## src/rtl/lsb_queue.sv

```systemverilog
// lsb_queue: in-order load/store buffer between dispatch, ROB, the two CDB
// channels and the memory controller. Each slot lives in an lsb_entry
// instance that owns its own operand snoop and commit tracking. The queue
// top owns the pointers, the issue FSM and the registered memory/result ports.

// One buffer slot. It captures a dispatched op, resolves operands from either
// CDB (including same-cycle bypass at dispatch) and tracks commit/st_rdy state.
module lsb_entry #(
    parameter int TAG_W = 4,
    parameter int XLEN  = 32
) (
    input  logic             clk,
    input  logic             rst,
    input  logic             rdy,
    input  logic             wr,
    input  logic             clr,
    input  logic             set_sent,
    input  logic             d_is_store,
    input  logic [2:0]       d_funct3,
    input  logic [XLEN-1:0]  d_vj,
    input  logic [XLEN-1:0]  d_vk,
    input  logic [XLEN-1:0]  d_imm,
    input  logic [TAG_W-1:0] d_qj,
    input  logic [TAG_W-1:0] d_qk,
    input  logic [TAG_W-1:0] d_dest,
    input  logic             cdb0_valid,
    input  logic [TAG_W-1:0] cdb0_tag,
    input  logic [XLEN-1:0]  cdb0_data,
    input  logic             cdb1_valid,
    input  logic [TAG_W-1:0] cdb1_tag,
    input  logic [XLEN-1:0]  cdb1_data,
    input  logic             commit_valid,
    input  logic [TAG_W-1:0] commit_tag,
    output logic             valid,
    output logic             is_store,
    output logic [2:0]       funct3,
    output logic [XLEN-1:0]  vj,
    output logic [XLEN-1:0]  vk,
    output logic [XLEN-1:0]  imm,
    output logic [TAG_W-1:0] qj,
    output logic [TAG_W-1:0] qk,
    output logic [TAG_W-1:0] dest,
    output logic             committed,
    output logic             sent
);
    logic [TAG_W-1:0] src_qj, src_qk, nx_qj, nx_qk;
    logic [XLEN-1:0]  src_vj, src_vk, nx_vj, nx_vk;

    // Operand source is the dispatch bus on a write, else the held value;
    // either way a matching CDB resolves it. cdb0 wins a (never expected) tie.
    always_comb begin
        src_qj = wr ? d_qj : qj;
        src_vj = wr ? d_vj : vj;
        src_qk = wr ? d_qk : qk;
        src_vk = wr ? d_vk : vk;
        nx_qj  = src_qj;
        nx_vj  = src_vj;
        nx_qk  = src_qk;
        nx_vk  = src_vk;
        if (src_qj != '0) begin
            if (cdb0_valid && cdb0_tag == src_qj) begin
                nx_qj = '0;
                nx_vj = cdb0_data;
            end else if (cdb1_valid && cdb1_tag == src_qj) begin
                nx_qj = '0;
                nx_vj = cdb1_data;
            end
        end
        if (src_qk != '0) begin
            if (cdb0_valid && cdb0_tag == src_qk) begin
                nx_qk = '0;
                nx_vk = cdb0_data;
            end else if (cdb1_valid && cdb1_tag == src_qk) begin
                nx_qk = '0;
                nx_vk = cdb1_data;
            end
        end
    end

    // Slot state: clear beats write beats in-place snoop/commit updates.
    always_ff @(posedge clk or posedge rst) begin
        if (rst) begin
            valid     <= 1'b0;
            is_store  <= 1'b0;
            funct3    <= '0;
            vj        <= '0;
            vk        <= '0;
            imm       <= '0;
            qj        <= '0;
            qk        <= '0;
            dest      <= '0;
            committed <= 1'b0;
            sent      <= 1'b0;
        end else if (rdy) begin
            if (clr) begin
                valid     <= 1'b0;
                committed <= 1'b0;
                sent      <= 1'b0;
            end else if (wr) begin
                valid     <= 1'b1;
                is_store  <= d_is_store;
                funct3    <= d_funct3;
                imm       <= d_imm;
                dest      <= d_dest;
                qj        <= nx_qj;
                vj        <= nx_vj;
                qk        <= nx_qk;
                vk        <= nx_vk;
                committed <= 1'b0;
                sent      <= 1'b0;
            end else if (valid) begin
                qj <= nx_qj;
                vj <= nx_vj;
                qk <= nx_qk;
                vk <= nx_vk;
                if (commit_valid && commit_tag == dest) committed <= 1'b1;
                if (set_sent) sent <= 1'b1;
            end
        end
    end
endmodule

module lsb_queue #(
    parameter int DEPTH_LOG = 3,
    parameter int TAG_W     = 4,
    parameter int XLEN      = 32
) (
    input  logic             clk,
    input  logic             rst,
    input  logic             rdy,
    input  logic             flush,
    input  logic             in_valid,
    input  logic             in_is_store,
    input  logic [2:0]       in_funct3,
    input  logic [XLEN-1:0]  in_vj,
    input  logic [XLEN-1:0]  in_vk,
    input  logic [TAG_W-1:0] in_qj,
    input  logic [TAG_W-1:0] in_qk,
    input  logic [TAG_W-1:0] in_dest,
    input  logic [XLEN-1:0]  in_imm,
    output logic             full,
    input  logic             cdb0_valid,
    input  logic [TAG_W-1:0] cdb0_tag,
    input  logic [XLEN-1:0]  cdb0_data,
    input  logic             cdb1_valid,
    input  logic [TAG_W-1:0] cdb1_tag,
    input  logic [XLEN-1:0]  cdb1_data,
    input  logic             commit_valid,
    input  logic [TAG_W-1:0] commit_tag,
    output logic             st_rdy_valid,
    output logic [TAG_W-1:0] st_rdy_tag,
    output logic             ld_valid,
    output logic [TAG_W-1:0] ld_tag,
    output logic [XLEN-1:0]  ld_data,
    output logic             mem_req,
    output logic             mem_we,
    output logic [XLEN-1:0]  mem_addr,
    output logic [2:0]       mem_len,
    output logic [XLEN-1:0]  mem_wdata,
    input  logic             mem_done,
    input  logic [XLEN-1:0]  mem_rdata
);
    localparam int DEPTH = 2 ** DEPTH_LOG;
    localparam int CW    = DEPTH_LOG + 1;

    typedef struct packed {
        logic             is_store;
        logic [2:0]       funct3;
        logic [XLEN-1:0]  vj;
        logic [XLEN-1:0]  vk;
        logic [XLEN-1:0]  imm;
        logic [TAG_W-1:0] qj;
        logic [TAG_W-1:0] qk;
        logic [TAG_W-1:0] dest;
        logic             committed;
        logic             sent;
    } ent_t;

    typedef enum logic [1:0] {IDLE, LOAD_WAIT, STORE_WAIT, LOAD_DRAIN} state_t;

    state_t                 state, state_nx;
    logic [DEPTH_LOG-1:0]   head, tail;
    logic [CW-1:0]          count, kept;
    ent_t [DEPTH-1:0]       ent;
    logic [DEPTH-1:0]       ent_vld, ent_clr;
    ent_t                   hd;
    logic                   hd_rdy, accept, load_busy;
    logic                   pop, iss_ld, iss_st, pulse_st, ld_fire, mem_fin;
    logic [XLEN-1:0]        ld_ext;

    assign full      = (count >= CW'(DEPTH - 1));
    assign accept    = in_valid && (count < CW'(DEPTH)) && !flush;
    assign hd        = ent[head];
    assign hd_rdy    = ent_vld[head] && (hd.qj == '0) && (hd.qk == '0);
    assign load_busy = (state == LOAD_WAIT) || (state == LOAD_DRAIN);

    for (genvar i = 0; i < DEPTH; i++) begin : g_ent
        logic             e_is_store, e_committed, e_sent;
        logic [2:0]       e_funct3;
        logic [XLEN-1:0]  e_vj, e_vk, e_imm;
        logic [TAG_W-1:0] e_qj, e_qk, e_dest;

        lsb_entry #(.TAG_W(TAG_W), .XLEN(XLEN)) u_ent (
            .clk          (clk),
            .rst          (rst),
            .rdy          (rdy),
            .wr           (accept && (tail == DEPTH_LOG'(i))),
            .clr          (ent_clr[i]),
            .set_sent     (pulse_st && (head == DEPTH_LOG'(i))),
            .d_is_store   (in_is_store),
            .d_funct3     (in_funct3),
            .d_vj         (in_vj),
            .d_vk         (in_vk),
            .d_imm        (in_imm),
            .d_qj         (in_qj),
            .d_qk         (in_qk),
            .d_dest       (in_dest),
            .cdb0_valid   (cdb0_valid),
            .cdb0_tag     (cdb0_tag),
            .cdb0_data    (cdb0_data),
            .cdb1_valid   (cdb1_valid),
            .cdb1_tag     (cdb1_tag),
            .cdb1_data    (cdb1_data),
            .commit_valid (commit_valid),
            .commit_tag   (commit_tag),
            .valid        (ent_vld[i]),
            .is_store     (e_is_store),
            .funct3       (e_funct3),
            .vj           (e_vj),
            .vk           (e_vk),
            .imm          (e_imm),
            .qj           (e_qj),
            .qk           (e_qk),
            .dest         (e_dest),
            .committed    (e_committed),
            .sent         (e_sent)
        );

        assign ent[i] = '{is_store: e_is_store, funct3: e_funct3, vj: e_vj, vk: e_vk,
                          imm: e_imm, qj: e_qj, qk: e_qk, dest: e_dest,
                          committed: e_committed, sent: e_sent};
    end

    // Entries surviving a flush: committed stores plus an in-flight head load
    // (it stays until its memory access drains). Slots leave on pop or flush.
    always_comb begin
        kept = load_busy ? CW'(1) : CW'(0);
        for (int i = 0; i < DEPTH; i++) begin
            kept += CW'(ent_vld[i] && ent[i].committed);
        end
        for (int i = 0; i < DEPTH; i++) begin
            ent_clr[i] = (pop && head == DEPTH_LOG'(i)) ||
                         (flush && !(ent[i].committed || (load_busy && head == DEPTH_LOG'(i))));
        end
    end

    // Issue FSM next-state and control strobes; nothing issues on a flush cycle.
    always_comb begin
        state_nx = state;
        pop      = 1'b0;
        iss_ld   = 1'b0;
        iss_st   = 1'b0;
        pulse_st = 1'b0;
        ld_fire  = 1'b0;
        mem_fin  = 1'b0;
        case (state)
            IDLE: begin
                if (!flush && hd_rdy) begin
                    if (!hd.is_store) begin
                        iss_ld   = 1'b1;
                        state_nx = LOAD_WAIT;
                    end else if (hd.committed) begin
                        iss_st   = 1'b1;
                        state_nx = STORE_WAIT;
                    end else if (!hd.sent) begin
                        pulse_st = 1'b1;
                    end
                end
            end
            LOAD_WAIT: begin
                if (mem_done) begin
                    pop      = 1'b1;
                    mem_fin  = 1'b1;
                    ld_fire  = !flush;
                    state_nx = IDLE;
                end else if (flush) begin
                    state_nx = LOAD_DRAIN;
                end
            end
            STORE_WAIT, LOAD_DRAIN: begin
                if (mem_done) begin
                    pop      = 1'b1;
                    mem_fin  = 1'b1;
                    state_nx = IDLE;
                end
            end
            default: state_nx = IDLE;
        endcase
    end

    // Width-extend raw read data by the head load's funct3.
    always_comb begin
        case (hd.funct3)
            3'b000:  ld_ext = {{(XLEN-8){mem_rdata[7]}}, mem_rdata[7:0]};
            3'b001:  ld_ext = {{(XLEN-16){mem_rdata[15]}}, mem_rdata[15:0]};
            3'b100:  ld_ext = {{(XLEN-8){1'b0}}, mem_rdata[7:0]};
            3'b101:  ld_ext = {{(XLEN-16){1'b0}}, mem_rdata[15:0]};
            default: ld_ext = mem_rdata;
        endcase
    end

    // FSM state register, frozen while rdy is low.
    always_ff @(posedge clk or posedge rst) begin
        if (rst)      state <= IDLE;
        else if (rdy) state <= state_nx;
    end

    // Queue pointers; a flush rebuilds tail/count from the surviving prefix.
    always_ff @(posedge clk or posedge rst) begin
        if (rst) begin
            head  <= '0;
            tail  <= '0;
            count <= '0;
        end else if (rdy) begin
            head <= head + DEPTH_LOG'(pop);
            if (flush) begin
                tail  <= head + kept[DEPTH_LOG-1:0];
                count <= kept - CW'(pop);
            end else begin
                tail  <= tail + DEPTH_LOG'(accept);
                count <= count + CW'(accept) - CW'(pop);
            end
        end
    end

    // Registered memory, st_rdy and load-result ports; pulses self-clear.
    always_ff @(posedge clk or posedge rst) begin
        if (rst) begin
            st_rdy_valid <= 1'b0;
            st_rdy_tag   <= '0;
            ld_valid     <= 1'b0;
            ld_tag       <= '0;
            ld_data      <= '0;
            mem_req      <= 1'b0;
            mem_we       <= 1'b0;
            mem_addr     <= '0;
            mem_len      <= '0;
            mem_wdata    <= '0;
        end else if (rdy) begin
            st_rdy_valid <= 1'b0;
            ld_valid     <= 1'b0;
            if (pulse_st) begin
                st_rdy_valid <= 1'b1;
                st_rdy_tag   <= hd.dest;
            end
            if (ld_fire) begin
                ld_valid <= 1'b1;
                ld_tag   <= hd.dest;
                ld_data  <= ld_ext;
            end
            if (mem_fin) begin
                mem_req <= 1'b0;
                mem_we  <= 1'b0;
            end
            if (iss_ld || iss_st) begin
                mem_req   <= 1'b1;
                mem_we    <= iss_st;
                mem_addr  <= hd.vj + hd.imm;
                mem_wdata <= iss_st ? hd.vk : '0;
                case (hd.funct3[1:0])
                    2'b00:   mem_len <= 3'd1;
                    2'b01:   mem_len <= 3'd2;
                    default: mem_len <= 3'd4;
                endcase
            end
        end
    end
endmodule
```

## config.mk

```make
export PLATFORM = sky130hd
export DESIGN_NAME = lsb_queue
export DESIGN_NICKNAME = d
export VERILOG_FILES = /design/src/rtl/lsb_queue.sv
export SDC_FILE = /design/constraint.sdc
export NUM_CORES = 2
export LEC_CHECK = 0
export CAP_MARGIN = 25
export CELL_PAD_IN_SITES_DETAIL_PLACEMENT = 1
export CELL_PAD_IN_SITES_GLOBAL_PLACEMENT = 1
export CORE_MARGIN = 5
export CORE_UTILIZATION = 40
export CTS_CLUSTER_SIZE = 20
export DETAILED_ROUTE_END_ITERATION = 8
export PLACE_DENSITY_LB_ADDON = 0.1
export REMOVE_ABC_BUFFERS = 1
export SLEW_MARGIN = 5
export SYNTH_ARGS = -nofsm -noshare
export SYNTH_HDL_FRONTEND = slang
export SYNTH_SLANG_ARGS = --single-unit
export TNS_END_PERCENT = 100
```

## constraint.sdc

```tcl
create_clock -name clk -period 31.4 [get_ports clk]
set_clock_uncertainty 0.05 [all_clocks]
set_input_delay 3.14 -clock clk [delete_from_list [all_inputs] [get_ports clk]]
set_output_delay 3.14 -clock clk [all_outputs]
set_load 0.03 [all_outputs]
```

==> reports/qor.txt <==
outcome -> completed
Synth Warn # -> 0
chip height -> 396 um
largest net degree at the start of global routing -> 151
Netlist cell types -> 82
Clk pwr share -> 0.271
Num CTS Buffers -> 131
Worst EP required -> 32.00 ns
hold violation count in the final report -> 0
Buf/Inv on CP -> 3
critical path type -> input port to register
Crit path largest cell delay -> 0.82 ns
Detail Route Antenna Nets -> 0
area occupied by registers -> 26100 um^2
Comb pwr share -> 0.372
Top FF cell, synth -> dfrtp_1
post-synth top area share -> 0.438
Initial Util -> 0.403
Final Max Slew Viols -> 0
switching power -> 2.17 mW
top cells by area, synth -> dfrtp_1 44%, mux2i_1 8.2%, mux4_2 8.0%
internal power -> 3.71 mW
slowest CP cell -> nor2_1
Post-CTS Setup Bufs -> 0
post-route minimum period -> 7.44 ns
drt first pass iters -> 6
gpl congestion -> 0.862
Core Box Area -> 148000 um^2
DP Wirelength -> 154000 um
register area share after synthesis -> 0.438
clock sinks -> 1043
sequential share of power -> 0.356
EDFF count, synth -> 0
Max FO, Critical Path -> 63
Top delay family on crit path -> simple AND/OR/NAND/NOR gates
Die ar. -> 157000 um^2
Total Power -> 5.88 mW
Mapped Area -> 59500 um^2
vias in the first global route -> 54.3k
vias per cell -> 6.28
filler instances -> 16.2k
hold crit path type -> register to register
via count -> 50.9k
CP Capture Type -> register
R2R Path Start -> head[1]
io pins -> 341
Critical Path End -> g_ent[2].u_ent.vj[18]
Tcrit/Tclk final -> 0.237
Die Width -> 396 um
area of the multi-input gates -> 31000 um^2
DRC Markers -> 0
Worst Slack Setup Final -> 23.96 ns
Synth Register Bits -> 1043
critical-path cell list -> clkdlybuf4s50_1 > or3_1 > nor2_1 > mux2i_1 > xor2_1 > o211ai_4 > buf_4 > nand2b_1 > and2_2 > buf_4 > nor3_1 > a221oi_1
achievable frequency -> 134 MHz
GRT Residual Overflow -> 0
first-pass GRT wire length -> 371000 um
Critical Path AT -> 8.05 ns
FP Rows -> 141
number of cells on the critical path -> 12
Crit. Startpoint -> flush
slew margin rel. -> 0.207
switch share -> 0.368
Max IR drop VDD -> 64.4 uV
FF-to-FF path depth -> 14
DR iter-0 viols -> 3991
most used cell, CP -> buf_4
Port Buffer Count -> 340
initial antenna violation count -> 16
Leak -> 32.1 nW
WL/cell -> 30.8 um
H-tree levels -> 4
Async S/R FF share, synth -> 1.00
layout cells sized above 1 -> 0.132
clk buf depth -> 3
final WL -> 249000 um
Max-Cap Viols -> 0
RSZ-0062 raised after global routing -> false
PD cells -> 85.0 nW/um^2
Syn Inst Count -> 6011
dpl ws -> 23.28 ns
area grow syn2layout -> 16.2%
post-CTS resize count -> 0
cell taking the most area after synthesis -> dfrtp_1
Clock Pin Slew Worst Setup and Hold Paths -> 0.06 ns
GRT Overall Usage -> 0.313
synth cell count leaders -> 1129 x nand2_1, 1043 x dfrtp_1, 490 x mux2i_1
Worst-Margin Slew -> 1.19 ns
r2r setup slk -> 24.65 ns
Mapped Avg Cell Area -> 9.91 um^2
TritonCTS clock tree -> done
clock latency on the worst-skew pair -> 0.79 ns
Nets -> 6339
Hold-fix buffers, CTS -> 0
Startpoint Class -> input port
clk root buf -> clkbuf_16
endpoints failing setup -> 0
top-count cell post-synth -> nand2_1
Reg2Reg Capture Point -> mem_addr[31]
## area by class of cell
class,instances,area share
Tap cell,1930,0.0349
Timing Repair Buffer,487,0.0699
Antenna cell,11,0.000398
Clock inverter,45,0.00866
Sequential cell,1043,0.377
Inverter,74,0.00412
Multi-Input combinational cell,4320,0.449
Clock buffer,189,0.0558
## worst register-to-register path: stages (launching register included)
cell and delay, ns:
dfrtp_4 0.92, buf_4 0.89, buf_12 0.60, buf_4 0.80, mux4_2 0.48, mux2_2 0.36, ha_1 0.26, a21oi_1 0.20
o21ai_0 0.21, a21oi_1 0.33, o21ai_0 0.15, o21a_1 0.23, a211oi_1 0.84, xnor2_1 0.20, o21ai_0 0.09
## worst min path at each step
| stage | start | to | slack (ns) | depth (start not counted) |
|---|---|---|---|---|
| floorplan | g_ent[1].u_ent.funct3[2] | g_ent[1].u_ent.funct3[2] | 0.39 | 2 |
| global placement | g_ent[6].u_ent.imm[30] | g_ent[6].u_ent.imm[30] | 0.40 | 2 |
| detailed placement | g_ent[2].u_ent.imm[11] | g_ent[2].u_ent.imm[11] | 0.41 | 2 |
| CTS | g_ent[5].u_ent.funct3[1] | g_ent[5].u_ent.funct3[1] | 0.42 | 2 |
| global route | g_ent[2].u_ent.imm[3] | g_ent[2].u_ent.imm[3] | 0.45 | 2 |
| finish | g_ent[2].u_ent.imm[21] | g_ent[2].u_ent.imm[21] | 0.42 | 2 |
## cells in the final DEF (no fill, tap or decap), types with 136 or more instances in the layout
master           instances
a211oi_1               194
a21oi_1                137
clkbuf_16              136
clkdlybuf4s50_1        338
dfrtp_1               1040
mux2_2                 158
mux2i_1                490
mux4_2                 212
nand2_1               1128
nand3_1                161
nor2_1                 369
nor3_1                 385
o21ai_0                137
## state kept, by name (all words and copies together), names as in the netlist, 8 cells and up
| register | flops |
|---|---|
| g_ent.u_ent.committed | 8 |
| g_ent.u_ent.dest | 32 |
| g_ent.u_ent.funct3 | 24 |
| g_ent.u_ent.imm | 256 |
| g_ent.u_ent.is_store | 8 |
| g_ent.u_ent.qj | 32 |
| g_ent.u_ent.qk | 32 |
| g_ent.u_ent.sent | 8 |
| g_ent.u_ent.valid | 8 |
| g_ent.u_ent.vj | 256 |
| g_ent.u_ent.vk | 256 |
| ld_data | 32 |
| mem_addr | 32 |
| mem_wdata | 32 |
## power by group through the flow
stage | Combinational [mW] | Clock (mW) | Sequential (mW)
detailed placement | 2.18 | 0 | 2.11
global route | 2.36 | 1.68 | 2.14
global placement | 2.12 | 0 | 2.10
finish | 2.19 | 1.60 | 2.10
floorplan | 1.42 | 0 | 2.19
CTS | 2.19 | 1.62 | 2.09
## metrics by stage
step,setup TNS (ns),hold WS [ns],cell area (um^2),std cells,util
4_1_cts,0,0.424,68900,8075,0.466
6_report,0,0.420,69200,8099,0.468
2_1_floorplan,-1194.43,0.390,57100,5437,-
5_1_grt,0,0.445,69200,8094,0.468
3_5_place_dp,0,0.409,64400,7841,0.436
3_3_place_gp,0,0.404,64200,7830,0.434
## logic make-up after synthesis
| group | synth area share |
|---|---|
| AO/OA/AOI/OAI | 0.123 |
| multiplexers | 0.194 |
| flip-flops | 0.438 |
| XOR/XNOR | 0.0279 |
| buffers and inverters | 0.0456 |
| adder cells (fa/ha/maj) | 0.0121 |
| AND/OR/NAND/NOR | 0.159 |
## routing by layer
metal  up-vias  routed length, um  global-route usage
met5         -                 41                   0
met4         6              10200               0.124
li1      21815                  -                   -
met3       493              14700              0.0473
met2      1756             118000               0.516
met1     26808             106000               0.417
No activity file was read; power rests on OpenSTA's default activity.
